File: config.mk
export PLATFORM = sky130hd
export DESIGN_NAME = cache_mem_arbiter_flat
export DESIGN_NICKNAME = d
export VERILOG_FILES = /design/src/rtl/cache_mem_arbiter_if.sv /design/src/rtl/cache_mem_arbiter.sv /design/src/flat_wrapper.sv
export SDC_FILE = /design/constraint.sdc
export NUM_CORES = 1
export LEC_CHECK = 0
export CAP_MARGIN = 20
export CORE_AREA = 2 2 132 134
export DETAILED_ROUTE_END_ITERATION = 6
export DIE_AREA = 0 0 134 136
export PLACE_DENSITY = 0.63
export SKIP_CTS_REPAIR_TIMING = 1
export SYNTH_ARGS = -nofsm -noshare
export SYNTH_HDL_FRONTEND = slang
export SYNTH_SLANG_ARGS = --single-unit
File: constraint.sdc
create_clock -name CLK -period 5.8 [get_ports CLK]
set_input_delay 1.45 -clock CLK [delete_from_list [all_inputs] [get_ports CLK]]
set_output_delay 1.45 -clock CLK [all_outputs]
set_load 0.05 [all_outputs]
File: src/rtl/cache_mem_arbiter_if.sv
// Generic cache-style memory bus: requester holds addr/data/strobes
// until the responder drops busy for one completion cycle.
interface cache_mem_arbiter_if #(
    parameter int ADDR_W = 32,
    parameter int DATA_W = 32
);
    logic [ADDR_W-1:0]   addr;
    logic [DATA_W-1:0]   wdata;
    logic [DATA_W/8-1:0] byte_en;
    logic                ren;
    logic                wen;
    logic [DATA_W-1:0]   rdata;
    logic                busy;

    modport master (
        output addr, wdata, byte_en, ren, wen,
        input  rdata, busy
    );

    modport slave (
        input  addr, wdata, byte_en, ren, wen,
        output rdata, busy
    );
endinterface

File: src/rtl/cache_mem_arbiter.sv
// Round-robin arbiter merging the I$ and D$ memory buses onto one
// downstream bus, with a saturating count of contention cycles.
module cache_mem_arbiter #(
    parameter int ADDR_W = 32,
    parameter int DATA_W = 32
) (
    input  logic                 CLK,
    input  logic                 nRST,
    cache_mem_arbiter_if.slave   i_bus,
    cache_mem_arbiter_if.slave   d_bus,
    cache_mem_arbiter_if.master  m_bus,
    output logic [31:0]          conflict_cnt
);
    localparam int BE_W = DATA_W / 8;

    typedef enum logic [1:0] {
        IDLE    = 2'd0,
        SERVE_I = 2'd1,
        SERVE_D = 2'd2
    } state_e;

    state_e      state_q, state_d;
    logic        last_q, last_d;
    logic [31:0] cnt_q, cnt_d;
    logic        i_req, d_req;
    logic        conflict;

    assign i_req = i_bus.ren | i_bus.wen;
    assign d_req = d_bus.ren | d_bus.wen;

    always_ff @(posedge CLK or negedge nRST) begin
        if (!nRST) begin
            state_q <= IDLE;
            last_q  <= 1'b0;
            cnt_q   <= '0;
        end else begin
            state_q <= state_d;
            last_q  <= last_d;
            cnt_q   <= cnt_d;
        end
    end

    // last_q: 0 = I side granted last, 1 = D side
    always_comb begin
        state_d = state_q;
        last_d  = last_q;
        unique case (state_q)
            IDLE: begin
                if (i_req && d_req) begin
                    state_d = last_q ? SERVE_I : SERVE_D;
                    last_d  = ~last_q;
                end else if (i_req) begin
                    state_d = SERVE_I;
                    last_d  = 1'b0;
                end else if (d_req) begin
                    state_d = SERVE_D;
                    last_d  = 1'b1;
                end
            end
            SERVE_I: begin
                if (!i_req || !m_bus.busy) state_d = IDLE;
            end
            SERVE_D: begin
                if (!d_req || !m_bus.busy) state_d = IDLE;
            end
            default: state_d = IDLE;
        endcase
    end

    assign conflict = ((state_q == SERVE_I) && d_req) ||
                      ((state_q == SERVE_D) && i_req);

    always_comb begin
        cnt_d = cnt_q;
        if (conflict && (cnt_q != 32'hFFFF_FFFF)) cnt_d = cnt_q + 32'd1;
    end

    assign conflict_cnt = cnt_q;

    always_comb begin
        m_bus.addr    = {ADDR_W{1'b0}};
        m_bus.wdata   = {DATA_W{1'b0}};
        m_bus.byte_en = {BE_W{1'b0}};
        m_bus.ren     = 1'b0;
        m_bus.wen     = 1'b0;
        i_bus.busy    = 1'b1;
        i_bus.rdata   = {DATA_W{1'b0}};
        d_bus.busy    = 1'b1;
        d_bus.rdata   = {DATA_W{1'b0}};
        unique case (state_q)
            SERVE_I: begin
                if (i_req) begin
                    m_bus.addr    = i_bus.addr;
                    m_bus.wdata   = i_bus.wdata;
                    m_bus.byte_en = i_bus.byte_en;
                    m_bus.wen     = i_bus.wen;
                    m_bus.ren     = i_bus.ren & ~i_bus.wen;
                    if (!m_bus.busy) begin
                        i_bus.busy  = 1'b0;
                        i_bus.rdata = m_bus.rdata;
                    end
                end
            end
            SERVE_D: begin
                if (d_req) begin
                    m_bus.addr    = d_bus.addr;
                    m_bus.wdata   = d_bus.wdata;
                    m_bus.byte_en = d_bus.byte_en;
                    m_bus.wen     = d_bus.wen;
                    m_bus.ren     = d_bus.ren & ~d_bus.wen;
                    if (!m_bus.busy) begin
                        d_bus.busy  = 1'b0;
                        d_bus.rdata = m_bus.rdata;
                    end
                end
            end
            default: ;
        endcase
    end
endmodule

File: src/flat_wrapper.sv
// flat-port wrapper written by rule: the top's interface ports become plain ports
module cache_mem_arbiter_flat 
#(
    parameter int ADDR_W = 32,
    parameter int DATA_W = 32
)
  (CLK, nRST, conflict_cnt, i_bus_addr, i_bus_wdata, i_bus_byte_en, i_bus_ren, i_bus_wen, i_bus_rdata, i_bus_busy, d_bus_addr, d_bus_wdata, d_bus_byte_en, d_bus_ren, d_bus_wen, d_bus_rdata, d_bus_busy, m_bus_addr, m_bus_wdata, m_bus_byte_en, m_bus_ren, m_bus_wen, m_bus_rdata, m_bus_busy);
  cache_mem_arbiter_if #(.ADDR_W(ADDR_W), .DATA_W(DATA_W)) i_bus_i ();
  cache_mem_arbiter_if #(.ADDR_W(ADDR_W), .DATA_W(DATA_W)) d_bus_i ();
  cache_mem_arbiter_if #(.ADDR_W(ADDR_W), .DATA_W(DATA_W)) m_bus_i ();
  input  logic CLK;
  input  logic nRST;
  output logic [31:0] conflict_cnt;
  input wire logic [$bits(i_bus_i.addr)-1:0] i_bus_addr;
  input wire logic [$bits(i_bus_i.wdata)-1:0] i_bus_wdata;
  input wire logic [$bits(i_bus_i.byte_en)-1:0] i_bus_byte_en;
  input wire logic [$bits(i_bus_i.ren)-1:0] i_bus_ren;
  input wire logic [$bits(i_bus_i.wen)-1:0] i_bus_wen;
  output wire logic [$bits(i_bus_i.rdata)-1:0] i_bus_rdata;
  output wire logic [$bits(i_bus_i.busy)-1:0] i_bus_busy;
  input wire logic [$bits(d_bus_i.addr)-1:0] d_bus_addr;
  input wire logic [$bits(d_bus_i.wdata)-1:0] d_bus_wdata;
  input wire logic [$bits(d_bus_i.byte_en)-1:0] d_bus_byte_en;
  input wire logic [$bits(d_bus_i.ren)-1:0] d_bus_ren;
  input wire logic [$bits(d_bus_i.wen)-1:0] d_bus_wen;
  output wire logic [$bits(d_bus_i.rdata)-1:0] d_bus_rdata;
  output wire logic [$bits(d_bus_i.busy)-1:0] d_bus_busy;
  output wire logic [$bits(m_bus_i.addr)-1:0] m_bus_addr;
  output wire logic [$bits(m_bus_i.wdata)-1:0] m_bus_wdata;
  output wire logic [$bits(m_bus_i.byte_en)-1:0] m_bus_byte_en;
  output wire logic [$bits(m_bus_i.ren)-1:0] m_bus_ren;
  output wire logic [$bits(m_bus_i.wen)-1:0] m_bus_wen;
  input wire logic [$bits(m_bus_i.rdata)-1:0] m_bus_rdata;
  input wire logic [$bits(m_bus_i.busy)-1:0] m_bus_busy;
  assign i_bus_i.addr = i_bus_addr;
  assign i_bus_i.wdata = i_bus_wdata;
  assign i_bus_i.byte_en = i_bus_byte_en;
  assign i_bus_i.ren = i_bus_ren;
  assign i_bus_i.wen = i_bus_wen;
  assign i_bus_rdata = i_bus_i.rdata;
  assign i_bus_busy = i_bus_i.busy;
  assign d_bus_i.addr = d_bus_addr;
  assign d_bus_i.wdata = d_bus_wdata;
  assign d_bus_i.byte_en = d_bus_byte_en;
  assign d_bus_i.ren = d_bus_ren;
  assign d_bus_i.wen = d_bus_wen;
  assign d_bus_rdata = d_bus_i.rdata;
  assign d_bus_busy = d_bus_i.busy;
  assign m_bus_addr = m_bus_i.addr;
  assign m_bus_wdata = m_bus_i.wdata;
  assign m_bus_byte_en = m_bus_i.byte_en;
  assign m_bus_ren = m_bus_i.ren;
  assign m_bus_wen = m_bus_i.wen;
  assign m_bus_i.rdata = m_bus_rdata;
  assign m_bus_i.busy = m_bus_busy;
  cache_mem_arbiter #(.ADDR_W(ADDR_W), .DATA_W(DATA_W)) u_core (.CLK(CLK), .nRST(nRST), .i_bus(i_bus_i), .d_bus(d_bus_i), .m_bus(m_bus_i), .conflict_cnt(conflict_cnt));
endmodule
# [Word-level counts from Yosys, hierarchy flattened]
# Index checks and enable logic that the tools add are counted.
[totals] reg_bits=35 inputBits=175 output_inout_bits=168 elab_cells=66
[classes] addsub=1 n_eq_ne=6 n_mux=35 bitwise_logic=7 n_reduce_logical=14
[op_table] op="$mux 32" n=9
[op_table] op="$pmux 32 s2" n=2
[op_table] op="$add 32x1->32 const B" n=1
[op_table] op="$ne 32x32->1 const B" n=1
[op_table] op="$mux 1" n=12
[op_table] op="$mux 2" n=6
[op_table] op="$mux 4" n=2
[op_table] op="$pmux 4 s2" n=1
[op_table] op="$pmux 2 s3" n=1
[op_table] op="$logic_and 1x1->1" n=4
[op_table] op="$ne 2x1->1 const B" n=2
[op_table] op="$ne 4x1->1 const B" n=1
[op_table] op="$pmux 1 s2" n=2
[op_table] op="$logic_not 1->1" n=3
[op_table] op="$logic_or 1x1->1" n=3
[op_table] op="$not 1->1" n=3
[op_table] op="$reduce_and 3->1" n=1
[op_table] op="$reduce_bool 3->1" n=1
[op_table] op="$and 1x1->1" n=2
[op_table] op="$eq 2x1->1 const B" n=1
[op_table] op="$eq 2x2->1 const B" n=1
[op_table] op="$logic_not 2->1" n=1
[op_table] op="$or 1x1->1" n=2
[op_table] op="$reduce_and 2->1" n=1

# [Longest topological paths before layout]
[logic_depth] ltp_word=5 depth_mapped=8 depth_no_buf=7

# [Worst setup path after synthesis]
# No wires, ideal clock.
[synth_path] path_kind="input to output" start="in i_bus_wen" end="out m_bus_wdata[0]" arrival_time_ns=3.244 slack_ns=1.106 stages=7 path_buffers=3 path_cell_list="or2_2 -> and2_1 -> clkbuf_1 -> clkbuf_1 -> buf_1 -> a22oi_1 -> nor2b_1"
[synth_via] elab_chain_len=3
[synth_rtl] element="start, declared" line="flat_wrapper.sv:18" rtl="input wire logic [$bits(i_bus_i.wen)-1:0] i_bus_wen;"
[synth_rtl] element="$or 1x1->1" line="cache_mem_arbiter.sv:28" rtl="assign i_req = i_bus.ren | i_bus.wen;"
[synth_rtl] element="$mux 32" line="cache_mem_arbiter.sv:92" rtl="if (i_req) begin"
[synth_rtl] element="$pmux 32 s2" line="cache_mem_arbiter.sv:90" rtl="unique case (state_q)"
[synth_rtl] element="end, declared" line="flat_wrapper.sv:29" rtl="output wire logic [$bits(m_bus_i.wdata)-1:0] m_bus_wdata;"
# No other way between the ends.

# [Worst setup path after layout]
[layout_path] start="in i_bus_wen" end="out m_bus_addr[11]"
[layout_via] elab_chain_len=3
[layout_rtl] element="$or 1x1->1" line="cache_mem_arbiter.sv:28"
[layout_rtl] element="$mux 32" line="cache_mem_arbiter.sv:92"
[layout_rtl] element="$pmux 32 s2" line="cache_mem_arbiter.sv:90"
[layout_rtl] element="end, declared" line="flat_wrapper.sv:28" rtl="output wire logic [$bits(m_bus_i.addr)-1:0] m_bus_addr;"
# No other way between the ends.

==> flow_summary_export.csv <==
group,metric,value,unit
synthesis,syn_area,3280,µm²
synthesis,syn_area_per_cell,7.94,µm²
synthesis,synth_common_cells,"nor2b_1, a22oi_1, and2_1",
sta,fin_tns_setup,0,ps
die,chipWidth,134,µm
pwr,pwr-share-comb,0.752,
synthesis,yosysMostFrequentCell,"nor2b_1",
final_layout,area_growth,133,%
place,dp.cells,957,
sta,timing.hold.ws,504,ps
die,fp-row-count,48,
pwr,internal-power,1.21,mW
synthesis,synth-seq-cells,35,
pwr,static-leakage-power,2.96,nW
synthesis,synth_edf_count,0,
synthesis,ys.warnings.count,0,
clock_tree,cts_buffers,5,
setup_path,crit_required,4350,ps
synthesis,syn_nets,592,
hold_path,whs_endpoint,"u_core.conflict_cnt[31]",
synthesis,synth_top_area_frac,0.267,
synthesis,synth-seq-area-share,0.267,
final_layout,instances_no_fill,965,
hold_path,min_delay_path_depth,1,
setup_path,r2r_start,"u_core.state_q[1]",
pwr,irDropWorstVdd,0.185,mV
clock_tree,cts_tree,"done",
setup_path,path_class,"in2out",
die,die_area,18200,µm²
synthesis,syn_inst,413,
synthesis,synth_ff_type,"dfrtp_1",
synthesis,async_flop_share,1.00,
pwr,total_switching_power,1.26,mW
sta,slew_viol_final,0,
final_layout,layout-drive-gt1-share,0.180,
grt,grtUsageTotal,0.164,
clock_tree,path_clk_slew,60,ps
clock_tree,cts_sinks,35,
route,drt_iter0_drc,146,
die,start_util,0.194,
grt,gr-total-overflow,0,
sta,clock-skew-final,7.17,ps
final_layout,fill_cells,1620,
pwr,total_power,2.47,mW
sta,slew_headroom,0.355,
route,wl,16.2,mm
setup_path,crit_chain,"clkdlybuf4s50_1 > or2_2 > and2_2 > a22oi_1 > nor2b_1 > clkdlybuf4s50_1",
setup_path,rr_worst_depth,7,
sta,period_minus_slack,5310,ps
hold_path,hold_start,"u_core.conflict_cnt[31]",
place,dpl.hpwl,13.4,mm
route,vias_per_cell,4.34,
die,fp.dieH,136,µm
route,first_pass_iters,4,
setup_path,cp_max_fo,30,
sta,setup_viol_count_final,0,
route,vias,4184,
clock_tree,clkLatencyLatePin,280,ps
grt,grt_start_max_net_pins,71,
setup_path,startpoint_type,"primary input",
route,drc,0,
pwr,p_sw_frac,0.509,
setup_path,rrSetupSlack,3410,ps
die,ios,343,
clock_tree,clock_path_buffers,2,
grt,grt_pass1_vias,4007,
setup_path,slowest_delay,830,ps
run_status,outcome,"complete, no violations",
sta,rsz0062_at_grt,"no",
sta,tightestPinTransition,968,ps
pwr,power.share.clock,0.123,
flow_run,cap_violations,0,
grt,antenna_found_initial,0,
synthesis,yosys-top-cells-area,"dfrtp_1, a22oi_1, nor2b_1, and2_1, xor2_1",
place,place_area,7470,µm²
final_layout,nets,918,
setup_path,endpoint_kind,"output port",
pwr,seq_power_share,0.125,
final_layout,num_antenna_cells,0,
setup_path,crit_top_cell,"clkdlybuf4s50_1",
setup_path,reg2reg_to,"u_core.state_q[0]",
final_layout,final_area,7640,µm²
route,detail_route.wl_per_cell,16.8,µm
clock_tree,htree_num_levels,2,
grt,grt_pass1_wl,23.4,mm
route,antenna_left,0,
setup_path,crit_family,"buffers and inverters",
synthesis,synth.distinct_cells,34,
setup_path,crit_buf_inv,2,
sta,fin_crit_sh,0.916,
die,core,16900,µm²
sta,fmax,188,MHz
place,place.gp.congestion,0.774,
synthesis,synth.largest_area_cell,"dfrtp_1",
place,port_buffers,342,
setup_path,critPathSlowestCell,"clkdlybuf4s50_1",
hold_path,hp-class,"reg2reg",
pwr,powerDensity,323,nW/µm²
setup_path,crit_arrival,3860,ps
sta,hold_violations,0,
clock_tree,cts-root-buf,"clkbuf_16",
registers in the layout, summed over array words and instances, names as in the netlist:
register             cells
u_core.conflict_cnt     32
u_core.last_q            1
u_core.state_q           2
layout by cell type, fill, tap and decap left out, types with 3 or more instances in the layout:
cell type        netlist  final
or2_2                  3      3
clkbuf_16              0      5
nor3_1                11     11
ha_1                   4      3
nand2_1               19     19
inv_1                  8      8
o21ai_0                8      8
clkdlybuf4s50_1        0    234
nand3_1                7      7
buf_4                  0     49
xor2_1                17     17
nand4_1               14     14
a21oi_1                5      5
buf_12                 0     65
xnor2_1               12     12
nor2_1                12     12
and2_1                66     65
a22oi_1               69     69
or3_4                  3      3
nor2b_1               73     72
dfrtp_1               35     35
worst max-delay path by stage:
| stage | to | cells after the start | from | slack (ps) |
|---|---|---|---|---|
| 5_1_grt | m_bus_addr[13] | 6 | i_bus_wen | 350 |
| 2_1_floorplan | m_bus_wdata[0] | 7 | i_bus_wen | 1110 |
| 3_3_place_gp | m_bus_addr[18] | 6 | i_bus_wen | 480 |
| 6_report | m_bus_addr[11] | 6 | i_bus_wen | 490 |
| 4_1_cts | m_bus_addr[7] | 6 | i_bus_wen | 450 |
| 3_5_place_dp | m_bus_addr[7] | 6 | i_bus_wen | 450 |
layer usage:
metal	GRT usage	part of all wire
met1	0.207	0.40
met2	0.297	0.54
met3	0.0347	0.058
met4	0.0171	0.0033
met5	0	0
area by class of cell:
type | count | area [µm²] | area share
Clock buffer | 5 | 125 | 0.0164
Clock inverter | 3 | 43.8 | 0.00573
Inverter | 8 | 30.0 | 0.00393
Multi-Input combinational cell | 341 | 2280 | 0.298
Sequential cell | 35 | 876 | 0.115
Tap cell | 225 | 282 | 0.0368
Timing Repair Buffer | 348 | 4010 | 0.525
stage by stage:
stage	setup slack, ps	util
2_1_floorplan	1110	-
3_3_place_gp	476	0.443
3_5_place_dp	447	0.443
4_1_cts	447	0.453
5_1_grt	352	0.453
6_report	486	0.453
cells by family after synthesis:
logic type / after synthesis / share of synthesized area
and+or+nand+nor: 213 / 0.382
AOI/OAI and AO/OA: 93 / 0.209
buffers and inverters: 37 / 0.0423
DFF: 35 / 0.267
xor gates and xnor gates: 29 / 0.0775
adders and majority gates: 4 / 0.0153
muxes: 2 / 0.00649
power by group through the flow:
stage | clock network (mW) | registers (mW) | logic [mW]
floorplan | 0 | 0.380 | 1.09
global placement | 0 | 0.313 | 1.88
detailed placement | 0 | 0.315 | 1.88
CTS | 0.309 | 0.311 | 1.88
global route | 0.324 | 0.317 | 1.95
finish | 0.303 | 0.310 | 1.86
Note: power is estimated with default switching activity, not from simulation.
